### config.mk
export PLATFORM = sky130hd
export DESIGN_NAME = instruction_memory
export DESIGN_NICKNAME = d
export VERILOG_FILES = /design/src/rtl/instruction_memory.sv
export SDC_FILE = /design/constraint.sdc
export NUM_CORES = 1
export LEC_CHECK = 0
export CAP_MARGIN = 20
export CELL_PAD_IN_SITES_DETAIL_PLACEMENT = 1
export CELL_PAD_IN_SITES_GLOBAL_PLACEMENT = 1
export CORE_MARGIN = 10
export CORE_UTILIZATION = 45
export DETAILED_ROUTE_END_ITERATION = 16
export DONT_BUFFER_PORTS = 1
export PLACE_DENSITY = 0.79
export SETUP_SLACK_MARGIN = 0.5
export SYNTH_ARGS = -nofsm -noshare
export SYNTH_HDL_FRONTEND = slang
export SYNTH_SLANG_ARGS = --single-unit
### constraint.sdc
create_clock -name clk -period 1.9 [get_ports clk]
set_clock_uncertainty 0.1 [all_clocks]
set_input_delay 0.38 -clock clk [delete_from_list [all_inputs] [get_ports clk]]
set_output_delay 0.38 -clock clk [all_outputs]
set_load 0.03 [all_outputs]
### src/rtl/instruction_memory.sv
// Word-addressed instruction store with combinational fetch, byte-enabled load port
// and a built-in boot program restored by the asynchronous reset.
module instruction_memory #(
  parameter int DATA_WIDTH = 32,
  parameter int ADDR_WIDTH = 2
) (
  input  logic                    clk,
  input  logic                    rst_n,
  input  logic [ADDR_WIDTH-1:0]   address,
  output logic [DATA_WIDTH-1:0]   instruction,
  input  logic                    wr_en,
  input  logic [ADDR_WIDTH-1:0]   wr_addr,
  input  logic [DATA_WIDTH-1:0]   wr_data,
  input  logic [DATA_WIDTH/8-1:0] wr_be,
  input  logic                    wr_lock,
  output logic                    wr_ack,
  output logic [7:0]              wr_count
);

  localparam int DEPTH = 2 ** ADDR_WIDTH;
  localparam int NB    = DATA_WIDTH / 8;

  logic [DATA_WIDTH-1:0] mem [DEPTH];
  logic [DATA_WIDTH-1:0] lane_mask;
  logic [DATA_WIDTH-1:0] merged;
  logic                  accept;

  function automatic logic [DATA_WIDTH-1:0] boot(input int idx);
    logic [31:0] w;
    unique case (idx)
      0:       w = 32'h0010_0093;
      1:       w = 32'h0020_0113;
      2:       w = 32'h0020_81B3;
      3:       w = 32'h0000_006F;
      default: w = 32'h0000_0013;
    endcase
    return DATA_WIDTH'(w);
  endfunction

  for (genvar g = 0; g < NB; g++) begin : g_lane
    assign lane_mask[8*g +: 8] = {8{wr_be[g]}};
  end

  assign accept      = wr_en & ~wr_lock;
  assign instruction = mem[address];

  // Disabled lanes keep the current word; no bypass of wr_data to the fetch port.
  assign merged = (mem[wr_addr] & ~lane_mask)
                | (wr_data & lane_mask);

  always_ff @(posedge clk or negedge rst_n) begin
    if (!rst_n) begin
      for (int j = 0; j < DEPTH; j++) begin
        mem[j[ADDR_WIDTH-1:0]] <= boot(j);
      end
    end else if (accept) begin
      mem[wr_addr] <= merged;
    end
  end

  always_ff @(posedge clk or negedge rst_n) begin
    if (!rst_n) begin
      wr_ack   <= 1'b0;
      wr_count <= 8'd0;
    end else begin
      wr_ack <= accept;
      if (accept && wr_count != 8'hFF) begin
        wr_count <= wr_count + 8'd1;
      end
    end
  end

endmodule

# Yosys cells after proc, flatten, opt, wreduce, memory -nomap -nowiden
# Index checks and enable logic that the tools add are counted.
# op_classes
n_mux	9
order_cmp	3
bitwise_logic	8
reduce_logical	2
eq_ne	1
addsub	1
# op_table
operator	count
2-to-1 mux 32 bit	5
binary-select mux 32 bit (select 2 bit)	2
bitwise mux 128 bit	1
AND 32 bit	2
demux 32 bit (select 2 bit)	1
inverter 32 bit	1
OR 32 bit	1
adder 8 x 1 -> 8 bit (second input constant)	1
!= test 8 bit (second input constant)	1
>= comparator 3 bit (second input constant)	2
inverter 2 -> 3 bit	2
< comparator 3 x 1 -> 1 bit (second input constant)	1
logical AND 1 bit	2
AND 1 bit	1
inverter 1 bit	1
# word_totals
output_inout_bits	41
in_bits	44
word_cells	30
reg_bits	137

# Depth between registers and ports, before layout
# Gate-level depths: netlist of the first run.
# depth
word_depth	7
mapped_depth	7
depth_no_buf	5

# Worst setup path before layout of the first run
# No wires, ideal clock.
# synth_path
path_kind	input-to-output
from	input port address[0]
to	output port instruction[10]
t_required_ns	1.420
path_buffers	2
arrival_time_ns	1.539
setup_slack_ns	-0.119
cell_stages	3
cell_sequence	clkbuf_1 -> buf_2 -> mux4_2
# synth_between
elab_chain_len	4
# synth_lines
element	line_no	source
from (decl)	9	input logic [ADDR_WIDTH-1:0] address,
inverter 2 -> 3 bit (implied by the code)	45	assign instruction = mem[address];
binary-select mux 32 bit (select 2 bit)	45	
2-to-1 mux 32 bit (implied by the code) (2 in series)	45	
to (decl)	10	output logic [DATA_WIDTH-1:0] instruction,
# No other way between the ends. The select of a mux whose other input is x is not followed.

# Worst setup path after layout of the first run
# layout_path
from	register mem[23] in the netlist's numbering
to	output port instruction[23]
# layout_between
elab_chain_len	3
# layout_lines
element	line_no	source
from (decl)	23	logic [DATA_WIDTH-1:0] mem [DEPTH];
from (signal, indexed assignment)	54	mem[j[ADDR_WIDTH-1:0]] <= boot(j);
from (signal, indexed assignment)	57	mem[wr_addr] <= merged;
binary-select mux 32 bit (select 2 bit)	45	
2-to-1 mux 32 bit (implied by the code) (2 in series)	45	
# No other way between the ends. The select of a mux whose other input is x is not followed.

==> flow_summary_export.csv, run 1 <==
group,metric,value,unit
run_status,outcome,"complete, but fails checks",
run_status,violations,"hold timing, setup timing",
detailed_routing,vias,4795,
floorplanning,die_area,19980,sq um
detailed_routing,drt_iter0_drc,274,
synth,syn_inst,491,
place,gp_congestion,0.7541,
clock_tree,cts_sinks,137,
power_and_ir_drop,leakagePower,3.843,nW
grt,grt_first_pass_wirelength,31.47,mm
place,dp_hpwl,11.81,mm
clock_tree,cts_root_buffer,"clkbuf_16",
sta,hold_slack,-446.0,ps
floorplanning,die_w,141.3,microns
synth,ys_seq_area_share,52.19,%
finish,layout-drive-gt1-share,54.46,%
worst_setup_path,path_buf_inv,0,
synth,yosys_warnings,0,
grt,grt_use_met1,24.40,%
place,portBuffers,0,
synth,yosysTopAreaCellShare,42.67,%
finish,n_antenna_cell,0,
sta,tightest_slew,523.8,ps
detailed_routing,drc,0,
finish,areaGrowthSynthToFinish,33.21,%
worst_setup_path,cp_top_family,"multiplexers",
sta,worst_slack,-7.125,ps
synth,synth.cell_area,6626,sq um
grt,grt_use_met3,6.242,%
grt,grt_max_degree,138,
worst_setup_path,slowest_delay,610,ps
sta,period_needed,1907,ps
floorplanning,core,14480,sq um
grt,track_usage,20.37,%
sta,max_slew_margin,64.96,%
floorplanning,initial_utilization,45.77,%
power_and_ir_drop,power.density,1213,nW/um^2
sta,finalSetupViolCount,5,
finish,finish.utilization,60.97,%
worst_setup_path,cp-start-kind,"flop",
detailed_routing,viasPerCell,5.986,
worst_setup_path,path_max_fanout,2,
floorplanning,chipHeight,141.3,microns
sta,fin_crit_sh,100.4,%
finish,fin_nets,649,
job,drv_cap,0,
floorplanning,ioPinCount,85,
grt,grt_pass1_vias,5317,
worst_setup_path,critPathSlowestCell,"mux4_2",
synth,synth_edf_count,0,
grt,grt.overflow.total,0,
synth,async_reset_ff_share,100.0,%
synth,ys_top_cells_by_area,"dfrtp_1, mux2_2, mux4_2",
worst_setup_path,cp.arrival,1430,ps
detailed_routing,dr.pass1.iters,4,
worst_setup_path,setup.worst_path.end_class,"primary output",
floorplanning,num_rows,44,
finish,multi_input_area,3531,sq um
clock_tree,cts_tree,"yes",
clock_tree,clk_latency,430,ps
worst_setup_path,path_class,"flop to primary output",
synth,synth_most_common_cell,"mux2_2",
grt,grt_busiest_layer,"met2",
finish,fillCellCount,1361,
detailed_routing,drtAntennaViolNets,0,
clock_tree,cts_max_path_buffers,2,
synth,synth_commonest_cells,"mux2_2, dfrtp_1, nand2_1",
grt,grtUsageMet2,33.78,%
detailed_routing,routedWlPerCell,25.34,microns
place,placed_cell_area,7239,sq um
sta,drv_slew,0,
clock_tree,holdBufCountCts,32,
finish,final_area,8827,sq um
place,dpl.cell_count,662,
hold_path,hp-class,"input pin to async pin",
synth,syn_nets,536,
worst_setup_path,cp_data_required_time,1420,ps
synth,ys_ff_latch,137,
synth,synth_largest_area_cell,"dfrtp_1",
finish,seq_area,3463,sq um
grt,antenna_found_initial,0,
synth,yosysUniqueCellTypes,37,
clock_tree,cts_made_buffers,17,
clock_tree,cts_max_level,4,
sta,rsz0062_at_grt,"true",
power_and_ir_drop,vdd_drop_max,0.7160,mV
worst_setup_path,path_cells,"mux4_2",
clock_tree,clk_pin_slew,50,ps
detailed_routing,routed_wl,20.30,mm
finish,fin_cells,801,
synth,synth.avg_cell_area,13.50,sq um
sta,clock.fmax,524.4,MHz
synth,synth_top_flop_cell,"dfrtp_1",
place,place_ws,163.2,ps
sta,finalHoldViolCount,137,
-- placed cells by master (no fill, tap or decap), drive strengths merged, types with 3 or more instances in the layout --
| cell type | count |
|---|---|
| mux2 | 118 |
| dfrtp | 113 |
| buf | 83 |
| nand2 | 48 |
| o21ai | 39 |
| mux4 | 32 |
| dlygate4sd3 | 32 |
| dfstp | 24 |
| o22ai | 23 |
| clkbuf | 23 |
| nor2 | 15 |
| mux2i | 11 |
| nand3 | 11 |
| clkinv | 8 |
| inv | 6 |
| or2 | 5 |
| a21oi | 4 |
| nand2b | 3 |
-- timing repair --
item                                    in CTS  in global routing
cloned                                       0                  0
resized for setup                           16                 19
endpoints found under the setup margin      48                 47
endpoints found under the hold margin      225                137
buffers inserted                            45                 30
pin swaps                                    4                  7
-- per-layer routing --
metal	vias up	share of wire (%)
li1	2056	-
met1	2574	40
met2	131	52
met3	34	6.3
met4	0	1.8
met5	-	0
-- area by class of cell --
cell class / count / area share (%)
sequential: 137 / 39.23
clock inverter: 9 / 1.106
inverter: 8 / 0.4252
tap: 184 / 2.608
timing repair buffer: 115 / 11.33
clock buffer: 23 / 5.301
multi-input combinational: 325 / 40.00
-- registers in the layout, summed over array words and instances, names as in the netlist --
signal and flops:
wr_count 8, wr_ack 1, mem 128
-- kinds of logic (layout without fill, tap and decap cells) --
kind of cell / count (synthesis) / count (layout) / synth area share (%)
adders and majority gates: 1 / 1 / 0.1888
and+or+nand+nor: 89 / 89 / 6.609
DFF: 137 / 137 / 52.19
muxes: 161 / 161 / 32.59
AOI/OAI and AO/OA: 73 / 73 / 6.231
buffers and inverters: 29 / 155 / 2.058
xor gates and xnor gates: 1 / 1 / 0.1322
-- final timing paths --
check                       startpoint              end  slack (ps)  cells after the start
setup / recovery               mem[23]  instruction[23]          -7                      1
hold / removal                   rst_n          mem[34]        -450                      0
setup reg to reg           wr_count[0]      wr_count[1]         280                      5
hold reg to reg                mem[72]          mem[72]         390                      2
max in group asynchronous        rst_n          mem[96]        1810                      0
min in group clk           wr_data[22]          mem[86]          20                      1
-- stage by stage --
step                      power (mW)  setup TNS (ps)
after global routing           11.20          -576.4
after floorplan                6.145               0
after CTS                      10.40          -247.5
after detailed placement       6.666               0
final                          10.71          -12.57
after global placement         6.461               0
-- report_power, final --
group	switching, mW	internal, mW
Clock	1.24	1.99
Sequential	0.472	3.71
Combinational	1.50	1.81
(Power assumes the default switching activity.)
==> run 2, diff against run 1 <==
Settings changed: ABC_AREA set to 1, CORE_UTILIZATION 45 to 42, PLACE_DENSITY 0.79 to 0.82.
==> run 2 against run 1 <==
  * The flow finishes with violations (hold timing)
  * Maximum frequency up 3.5%
  * Critical path depth up 1
  * Flip-flop and latch count unchanged
  * First-iteration DRC count up 130%
  * Clock power down 6%
  * Cell area up 16%
  * Sequential share of layout area down 5.4 points
  * Die area up 25%
  * Critical endpoint is now instruction[0]
  * Largest cell class unchanged
==> flow_summary_export.csv, run 2 <==
group,metric,value,unit
place,placed_cell_area,8894,sq um
worst_setup_path,critPathSlowestCell,"dfstp_2",
worst_setup_path,slowest_delay,560,ps
finish,largest-register,"mem",
synth,ys_seq_area_share,43.26,%
sta,clock.fmax,542.6,MHz
place,gp_congestion,0.8139,
grt,grt_first_pass_wirelength,48.79,mm
clock_tree,cts_sinks,137,
synth,synth_largest_area_cell,"dfrtp_1",
finish,top_regs,"mem: 128 flops, wr_count: 8 flops, wr_ack: 1 flops",
detailed_routing,drc,0,
clock_tree,cts_max_path_buffers,2,
synth,synth_most_common_cell,"nand2_1",
synth,synth_top_flop_cell,"dfrtp_1",
worst_setup_path,cp.arrival,1360,ps
synth,syn_nets,1179,
synth,yosys_warnings,0,
synth,synth.avg_cell_area,7.049,sq um
floorplanning,num_rows,50,
run_status,outcome,"complete, but fails checks",
detailed_routing,routedWlPerCell,21.61,microns
sta,drv_slew,0,
finish,final_area,10250,sq um
sta,worst_slack,56.89,ps
synth,yosysTopAreaCellShare,35.37,%
place,dp_hpwl,17.37,mm
power_and_ir_drop,leakagePower,4.971,nW
place,place_ws,49.77,ps
synth,ys_top_cells_by_area,"dfrtp_1, nand2_1, nand3_1",
sta,fin_crit_sh,97.01,%
finish,largest_reg_flops,128,
finish,mostFrequentLayoutCell,"nand2_1",
floorplanning,die_area,24950,sq um
grt,grt_pass1_vias,8954,
clock_tree,cts_root_buffer,"clkbuf_16",
finish,fin_nets,1231,
worst_setup_path,path_class,"flop to primary output",
worst_setup_path,setup.worst_path.end_class,"primary output",
worst_setup_path,path_cells,"o21ai_1 > o22ai_4",
finish,multi_input_area,5005,sq um
clock_tree,cts_made_buffers,17,
detailed_routing,vias,8336,
finish,fin_cells,1434,
floorplanning,initial_utilization,42.74,%
synth,synth_commonest_cells,"nand2_1, nand3_1, dfrtp_1",
place,dpl.cell_count,1331,
finish,areaGrowthSynthToFinish,28.25,%
clock_tree,holdBufCountCts,1,
synth,syn_inst,1134,
sta,max_slew_margin,63.73,%
power_and_ir_drop,vdd_drop_max,0.7590,mV
detailed_routing,routed_wl,30.99,mm
clock_tree,clk_latency,430,ps
synth,ys_ff_latch,137,
job,drv_cap,0,
grt,track_usage,24.79,%
sta,period_needed,1843,ps
finish,final_cell_mix,"nand2_1, nand3_1, dfrtp_1",
hold_path,hp-class,"input pin to async pin",
sta,finalHoldViolCount,137,
floorplanning,ioPinCount,85,
sta,finalSetupViolCount,0,
floorplanning,die_w,158.0,microns
worst_setup_path,path_max_fanout,3,
detailed_routing,dr.pass1.iters,5,
grt,antenna_found_initial,1,
worst_setup_path,cp_data_required_time,1420,ps
finish,layout-drive-gt1-share,30.86,%
power_and_ir_drop,fin_total_pwr,10.73,mW
finish,finish.utilization,54.81,%
detailed_routing,drtAntennaViolNets,0,
worst_setup_path,cp-start-kind,"flop",
floorplanning,core,18710,sq um
detailed_routing,viasPerCell,5.813,
finish,seq_area,3466,sq um
synth,synth_edf_count,0,
synth,synth.cell_area,7994,sq um
sta,rsz0062_at_grt,"true",
grt,grt.overflow.total,0,
synth,async_reset_ff_share,100.0,%
finish,fillCellCount,2275,
sta,final.setup.tns,0,ps
clock_tree,cts_tree,"yes",
clock_tree,clk_pin_slew,60,ps
sta,hold_slack,-457.5,ps
synth,yosysUniqueCellTypes,23,
grt,grt_max_degree,138,
detailed_routing,drt_iter0_drc,634,
power_and_ir_drop,power.density,1047,nW/um^2
clock_tree,cts_max_level,4,
place,portBuffers,0,
run_status,violations,"hold timing",
floorplanning,chipHeight,158.0,microns
sta,tightest_slew,543.5,ps
==> run 2: worst max-delay path, delay by kind of cell (launching register included) <==
kind | cells | cell delay, ps
AOI/OAI and AO/OA | 2 | 370
DFF | 1 | 560
==> run 2: timing repair <==
item / 4_1_cts / 5_1_grt
pin swaps: 56 / 47
endpoints found under the hold margin: 138 / 137
buffers inserted: 47 / 22
setup endpoints to repair: 50 / 53
resized for setup: 66 / 35
==> run 2: path summary, 6_finish.rpt <==
kind | start | end | slack (ps) | cells after the start
worst min-delay path | rst_n | mem[125] | -460 | 0
worst min register to register | mem[96] | mem[96] | 380 | 2
worst max register to register | wr_count[0] | wr_count[6] | 400 | 6
max in group asynchronous | rst_n | mem[100] | 1760 | 0
min in group clk | wr_data[15] | mem[15] | 130 | 3
worst max-delay path | mem[64] | instruction[0] | 60 | 2
==> run 2: layer usage <==
metal / global-route usage (%) / vias up / share of wire, %
li1: - / 3780 / -
met1: 30.86 / 4239 / 42
met2: 41.86 / 259 / 50
met3: 5.210 / 58 / 5.8
met4: 8.293 / 0 / 2.0
met5: 0 / - / 0
==> run 2: final cells by class <==
cell class,instances,area share [%]
well taps,234,2.856
inverters,16,0.7078
diodes,1,0.02441
multi-input cells,913,48.82
repair buffers,101,8.824
clock inverters,4,0.2197
flip-flops and latches,137,33.81
clock buffers,28,4.747
==> run 2: cell families after synthesis <==
kind of cell,count (synthesis),share of synthesized area [%]
adder cells (fa/ha/maj),1,0.1565
AO/OA/AOI/OAI,98,6.636
AND/OR/NAND/NOR,810,44.39
XOR/XNOR,4,0.4382
buffers and inverters,84,5.118
flip-flops,137,43.26
==> run 2: power by group <==
part           total (mW)  internal, mW  leakage [nW]  switching (mW)
Clock                3.03          1.73         0.246            1.30
Sequential           4.35          3.65          1.68           0.695
Combinational        3.36          1.44          3.04            1.92
